[src/rtl/ov7670_config_sequencer_if.sv]
// Command/table/status bundle between the config sequencer and its neighbours.
// master = sequencer side; slave = table ROM, I2C sender and top-level status.
interface ov7670_config_sequencer_if #(
   parameter int ADDR_W = 8
);
   logic              start;
   logic [ADDR_W-1:0] tbl_addr;
   logic [15:0]       tbl_data;
   logic              send;
   logic              taken;
   logic [7:0]        id;
   logic [7:0]        rega;
   logic [7:0]        value;
   logic              busy;
   logic              done;
   logic              error;
   logic [ADDR_W-1:0] count;

   modport master (
      input  start, tbl_data, taken,
      output tbl_addr, send, id, rega, value, busy, done, error, count
   );

   modport slave (
      output start, tbl_data, taken,
      input  tbl_addr, send, id, rega, value, busy, done, error, count
   );
endinterface

[src/rtl/ov7670_config_sequencer.sv]
// Walks the camera register table, issuing one SCCB write per entry via send/taken,
// with delay entries, an end marker and a watchdog on the sender's acceptance.
module ov7670_config_sequencer #(
   parameter int         ADDR_W         = 8,
   parameter logic [7:0] DEVICE_ID      = 8'h42,
   parameter int         DELAY_CYCLES   = 1000000,
   parameter int         TIMEOUT_CYCLES = 65535,
   parameter int         AUTO_START     = 1
) (
   input  logic                       clk,
   input  logic                       clr,
   ov7670_config_sequencer_if.master  bus
);

   typedef enum logic [2:0] {
      S_IDLE, S_FETCH, S_DECODE, S_ISSUE, S_DELAY, S_DONE, S_ERROR
   } state_t;

   localparam logic [15:0] END_MARK = 16'hFFFF;
   localparam logic [15:0] DLY_MARK = 16'hF0F0;
   localparam logic [23:0] DLY_LAST = 24'(DELAY_CYCLES - 1);
   localparam logic [23:0] TO_LAST  = 24'(TIMEOUT_CYCLES - 1);

   state_t            r_state;
   state_t            w_next;
   logic [ADDR_W-1:0] r_addr;
   logic [ADDR_W-1:0] r_count;
   logic [7:0]        r_rega;
   logic [7:0]        r_value;
   logic [23:0]       r_dly;
   logic [23:0]       r_to;
   logic              r_auto;

   logic w_restart;
   logic w_accept;
   logic w_dly_end;
   logic w_last;
   logic w_is_end;
   logic w_is_dly;

   assign w_last   = &r_addr;
   assign w_is_end = (bus.tbl_data == END_MARK);
   assign w_is_dly = (bus.tbl_data == DLY_MARK);

   always_comb begin
      w_next    = r_state;
      w_restart = 1'b0;
      w_accept  = 1'b0;
      w_dly_end = 1'b0;
      case (r_state)
         S_IDLE: begin
            if (bus.start || r_auto) begin
               w_next    = S_FETCH;
               w_restart = 1'b1;
            end
         end
         S_FETCH:  w_next = S_DECODE;
         S_DECODE: begin
            if (w_is_end)      w_next = S_DONE;
            else if (w_is_dly) w_next = S_DELAY;
            else               w_next = S_ISSUE;
         end
         S_ISSUE: begin
            // An acceptance on the final watchdog cycle takes priority over the error.
            if (bus.taken) begin
               w_accept = 1'b1;
               w_next   = w_last ? S_DONE : S_FETCH;
            end else if (r_to == TO_LAST) begin
               w_next = S_ERROR;
            end
         end
         S_DELAY: begin
            if (r_dly == DLY_LAST) begin
               w_dly_end = 1'b1;
               w_next    = w_last ? S_DONE : S_FETCH;
            end
         end
         S_DONE, S_ERROR: begin
            if (bus.start) begin
               w_next    = S_FETCH;
               w_restart = 1'b1;
            end
         end
         default: w_next = S_IDLE;
      endcase
   end

   always_ff @(posedge clk) begin
      if (clr) begin
         r_state <= S_IDLE;
         r_addr  <= '0;
         r_count <= '0;
         r_rega  <= '0;
         r_value <= '0;
         r_dly   <= '0;
         r_to    <= '0;
         r_auto  <= (AUTO_START != 0);
      end else begin
         r_state <= w_next;
         if (r_state == S_IDLE) r_auto <= 1'b0;

         // The table never wraps: the last address ends the run instead.
         if (w_restart)
            r_addr <= '0;
         else if ((w_accept || w_dly_end) && !w_last)
            r_addr <= r_addr + ADDR_W'(1);

         if (w_restart)
            r_count <= '0;
         else if (w_accept && !(&r_count))
            r_count <= r_count + ADDR_W'(1);

         if (r_state == S_DECODE) begin
            r_dly <= '0;
            r_to  <= '0;
            if (!w_is_end && !w_is_dly) begin
               r_rega  <= bus.tbl_data[15:8];
               r_value <= bus.tbl_data[7:0];
            end
         end
         if (r_state == S_ISSUE) r_to  <= r_to + 24'd1;
         if (r_state == S_DELAY) r_dly <= r_dly + 24'd1;
      end
   end

   assign bus.tbl_addr = r_addr;
   assign bus.send     = (r_state == S_ISSUE);
   assign bus.id       = DEVICE_ID;
   assign bus.rega     = r_rega;
   assign bus.value    = r_value;
   assign bus.busy     = (r_state == S_FETCH) || (r_state == S_DECODE) ||
                         (r_state == S_ISSUE) || (r_state == S_DELAY);
   assign bus.done     = (r_state == S_DONE);
   assign bus.error    = (r_state == S_ERROR);
   assign bus.count    = r_count;

endmodule

[src/flat_wrapper.sv]
// flat-port wrapper written by rule: the top's interface ports become plain ports
module ov7670_config_sequencer_flat 
#(
   parameter int         ADDR_W         = 8,
   parameter logic [7:0] DEVICE_ID      = 8'h42,
   parameter int         DELAY_CYCLES   = 1000000,
   parameter int         TIMEOUT_CYCLES = 65535,
   parameter int         AUTO_START     = 1
)
  (clk, clr, bus_start, bus_tbl_data, bus_taken, bus_tbl_addr, bus_send, bus_id, bus_rega, bus_value, bus_busy, bus_done, bus_error, bus_count);
  ov7670_config_sequencer_if #(.ADDR_W(ADDR_W)) bus_i ();
  input  logic clk;
  input  logic clr;
  input wire logic [$bits(bus_i.start)-1:0] bus_start;
  input wire logic [$bits(bus_i.tbl_data)-1:0] bus_tbl_data;
  input wire logic [$bits(bus_i.taken)-1:0] bus_taken;
  output wire logic [$bits(bus_i.tbl_addr)-1:0] bus_tbl_addr;
  output wire logic [$bits(bus_i.send)-1:0] bus_send;
  output wire logic [$bits(bus_i.id)-1:0] bus_id;
  output wire logic [$bits(bus_i.rega)-1:0] bus_rega;
  output wire logic [$bits(bus_i.value)-1:0] bus_value;
  output wire logic [$bits(bus_i.busy)-1:0] bus_busy;
  output wire logic [$bits(bus_i.done)-1:0] bus_done;
  output wire logic [$bits(bus_i.error)-1:0] bus_error;
  output wire logic [$bits(bus_i.count)-1:0] bus_count;
  assign bus_i.start = bus_start;
  assign bus_i.tbl_data = bus_tbl_data;
  assign bus_i.taken = bus_taken;
  assign bus_tbl_addr = bus_i.tbl_addr;
  assign bus_send = bus_i.send;
  assign bus_id = bus_i.id;
  assign bus_rega = bus_i.rega;
  assign bus_value = bus_i.value;
  assign bus_busy = bus_i.busy;
  assign bus_done = bus_i.done;
  assign bus_error = bus_i.error;
  assign bus_count = bus_i.count;
  ov7670_config_sequencer #(.ADDR_W(ADDR_W), .DEVICE_ID(DEVICE_ID), .DELAY_CYCLES(DELAY_CYCLES), .TIMEOUT_CYCLES(TIMEOUT_CYCLES), .AUTO_START(AUTO_START)) u_core (.clk(clk), .clr(clr), .bus(bus_i));
endmodule
[config.mk]
export PLATFORM = sky130hd
export DESIGN_NAME = ov7670_config_sequencer_flat
export DESIGN_NICKNAME = d
export VERILOG_FILES = /design/src/rtl/ov7670_config_sequencer_if.sv /design/src/rtl/ov7670_config_sequencer.sv /design/src/flat_wrapper.sv
export SDC_FILE = /design/constraint.sdc
export NUM_CORES = 1
export LEC_CHECK = 0
export BUFFER_PORTS_ARGS = -buffer_cell sky130_fd_sc_hd__buf_2
export CAP_MARGIN = 10
export CORE_MARGIN = 10
export CORE_UTILIZATION = 50
export DETAILED_ROUTE_END_ITERATION = 10
export PLACE_DENSITY = 0.74
export SLEW_MARGIN = 20
export SYNTH_ARGS = -nofsm -noshare
export SYNTH_HDL_FRONTEND = slang
export SYNTH_SLANG_ARGS = --single-unit
export TNS_END_PERCENT = 100
[constraint.sdc]
create_clock -name clk -period 2.4 [get_ports clk]
set_input_delay 0.6 -clock clk [delete_from_list [all_inputs] [get_ports clk]]
set_output_delay 0.6 -clock clk [all_outputs]
set_load 0.05 [all_outputs]
==> key figures <==
Synthesis
  • Multiplexer share of the synthesized area: 4.22%
  • Synth area leaders: dfxtp_1, a21oi_1, nand3_1, nor2_1, mux2_2
  • Yosys warning count: 0
  • Top-count cell post-synth: dfxtp_1
  • Synth unique cells: 52
  • Cell accounting for the most synthesized area: dfxtp_1
  • Synth top cells by count: dfxtp_1, a21oi_1, nor2_1, nand2_1, nand3_1
  • Simple-gate portion of the synthesized area: 29.1%
  • Synth Flop Type: dfxtp_1
  • Synth Instances: 528
  • Post-synth EDFFs: 0
  • Post-Synth Adder-Cell Area: 1.48%
  • Main combinational cell family by area after synthesis: simple AND/OR/NAND/NOR gates
  • Area share of the largest cell type after synthesis: 39.7%
  • Async S/R FF share, synth: 0%
  • Post-Synth XOR/XNOR Area: 1.45%
  • Mapped Area: 4240 um2
  • Mean post-synth cell area: 8.03 um2
  • Register area share after synthesis: 39.7%
  • Post-synthesis compound-gate area fraction: 18.2%
  • Yosys reg bits: 84

STA
  • Fmax: 455 MHz
  • RSZ-0062 raised after global routing: no
  • Skew final: 0.00734 ns
  • TNS Setup: 0 ns
  • Worst-margin pin slew: 0.672 ns
  • Fin. max-slew vios: 0
  • Slew headroom: 54.7%
  • Clock period minus final worst setup slack: 2.20 ns
  • Final Setup Violations: 0
  • Fin crit share: 91.6%
  • Worst setup margin: 0.203 ns
  • Fin. Hold Viols: 0

Pwr
  • P_sw: 1290 uW
  • Maximum vdd drop: 0.315 mV
  • Power share of the clock group: 29.3%
  • Sequential Power Share: 41.8%
  • Combinational fraction of design power: 28.9%
  • Leakage: 0.00163 uW
  • P_int: 2340 uW
  • Pwr per Cell Area: 756 nW/um2
  • Switch share: 35.4%

Floorplan
  • Core ar.: 8220 um2
  • Die Ht: 112 um
  • Die width: 112 um
  • I/O pin count: 64
  • Initial core utilization: 51.6%
  • Rows: 33
  • DIE AREA: 12600 um2

CTS
  • Worst-path clk slew: 0.09 ns
  • Hold_buf cts: 0
  • Number of post-CTS setup repair buffers: 0
  • Root Buffer: clkbuf_8
  • Total CTS buffers: 9
  • TritonCTS clock tree: done
  • CTS max path bufs: 2
  • Worst-Skew Late Latency: 0.35 ns
  • Post-cts resize count: 0
  • H-tree Lvls: 3
  • Clock sink total: 84

Critical path
  • Crit Path Max Fanout: 12
  • Worst Path Class, Setup: register to register
  • Critical path startpoint category: register
  • CP Capture Type: register
  • Worst Setup SP: u_core.r_state[0]$_SDFFE_PP0P_
  • Cell-by-cell trace of the critical path: or3b_1, or4_4, nor4_1, mux2_2, nor2_1
  • CP max-delay cell: or4_4
  • Kind of cell adding the most delay to the critical path: simple AND/OR/NAND/NOR gates
  • Worst path bufs/invs: 0
  • Worst Path Required: 2.68 ns
  • Critical Path Max Stage Delay: 0.63 ns
  • Arr. time, crit path: 2.48 ns
  • R2r startpoint: u_core.r_state[0]$_SDFFE_PP0P_

Drt
  • Antenna Nets Post-Route: 0
  • Via count: 4001
  • Final wirelength: 10200 um
  • Via/cell ratio: 5.87
  • DRC: 0
  • DR WL/cell: 15.0 um
  • DR iter-0 viols: 209
  • Drt first pass iters: 5

Cells and area
  • Number of antenna diodes: 0
  • Layout Nets: 598
  • Layout area overhead: 13.2%
  • Share of cells above drive strength 1: 18.5%
  • Final std cells w/o fill: 682

Job
  • Max-cap violations: 0

GRT
  • Vias in the first global route: 3731
  • Gr usage total: 15.6%
  • Gr ovfl total: 0
  • Initial antenna violation count: 0
  • Global-route wire length before repair: 17400 um
  • Pin count of the biggest net entering global routing: 52

Worst hold path
  • HP Class: register to register
  • Hold_sp: u_core.bus.rega[4]$_SDFFE_PP0P_

Placed design
  • Port Buffers: 55
  • Gpl congestion: 0.812
  • Detailed-placement wirelength estimate: 7180 um
  • Placed Cells: 667
  • Pre-CTS setup slack: 0.199 ns

Run status
  • Outcome: finished, final reports clean
==> routing by layer <==
metal	vias up	GRT usage (%)	part of all wire [%]
li1	2024	-	-
met1	1906	19.0	45
met2	67	26.5	50
met3	4	4.37	5.0
met4	0	3.47	0.63
met5	-	0	0
==> layout by cell type (no fill, tap or decap), types with 6 or more instances in the layout <==
cell	synthesis	final
mux2_2	15	15
buf_2	1	55
nor3_1	13	11
o311ai_0	6	6
inv_1	10	10
clkbuf_8	0	9
a21oi_1	57	57
nand4_1	21	21
o211ai_1	13	13
nor2_1	46	46
conb_1	2	8
buf_4	9	13
dfxtp_1	84	84
or4_1	9	9
nand2_1	41	41
o21ai_0	26	26
nor4_1	15	15
or3_1	21	21
nand3_1	39	39
==> state kept, by name (all words and copies together), names as in the netlist <==
signal / cells
u_core.r_auto: 1
u_core.r_dly: 24
u_core.bus.rega: 8
u_core.r_to: 24
u_core.bus.value: 8
u_core.bus.tbl_addr: 8
u_core.bus.count: 8
u_core.r_state: 3
==> worst paths after layout <==
kind	to	slack [ns]	cells after the start
hold reg to reg	u_core.bus.rega[4]$_SDFFE_PP0P_	0.48	2
hold / removal	u_core.bus.rega[4]$_SDFFE_PP0P_	0.48	2
setup reg to reg	u_core.r_dly[23]$_SDFFE_PP0P_	0.20	5
setup / recovery	u_core.r_dly[23]$_SDFFE_PP0P_	0.20	5
==> final cells by class <==
cell class,count,area [um2]
Clock buffer,10,128
Timing Repair Buffer,69,393
Fill cell,773,3420
Multi-Input combinational cell,399,2350
Clock inverter,5,77.6
Inverter,10,37.5
Sequential cell,84,1680
Tap cell,105,131
==> worst reg2reg max path, delay by kind of cell (launching register included) <==
family	cells	cell delay (ns)
mux	1	0.37
flops	1	0.31
simple gates	4	1.45
==> power by group through the flow <==
stage	clock network, uW	registers [uW]	logic, uW
final	1060	1520	1050
after global routing	1150	1530	1140
after CTS	1090	1520	1050
after detailed placement	0	1550	1040
after global placement	0	1540	1020
after floorplan	0	1710	608
==> cells by family after synthesis <==
logic type	after synthesis
other	2
AO/OA/AOI/OAI	128
flip-flops	84
adder cells (fa/ha/maj)	5
multiplexers	16
AND/OR/NAND/NOR	235
XOR/XNOR	7
buffers and inverters	51
==> per-stage QoR <==
step	util, %	hold slack, ns	cell area (um2)	total power [uW]
3_3_place_gp	55.9	0.459	4590	2570
4_1_cts	58.4	0.479	4800	3650
5_1_grt	58.4	0.492	4800	3820
6_report	58.4	0.477	4800	3630
2_1_floorplan	-	0.463	4270	2320
3_5_place_dp	55.9	0.467	4590	2590
Power figures use the tool's default switching activity.
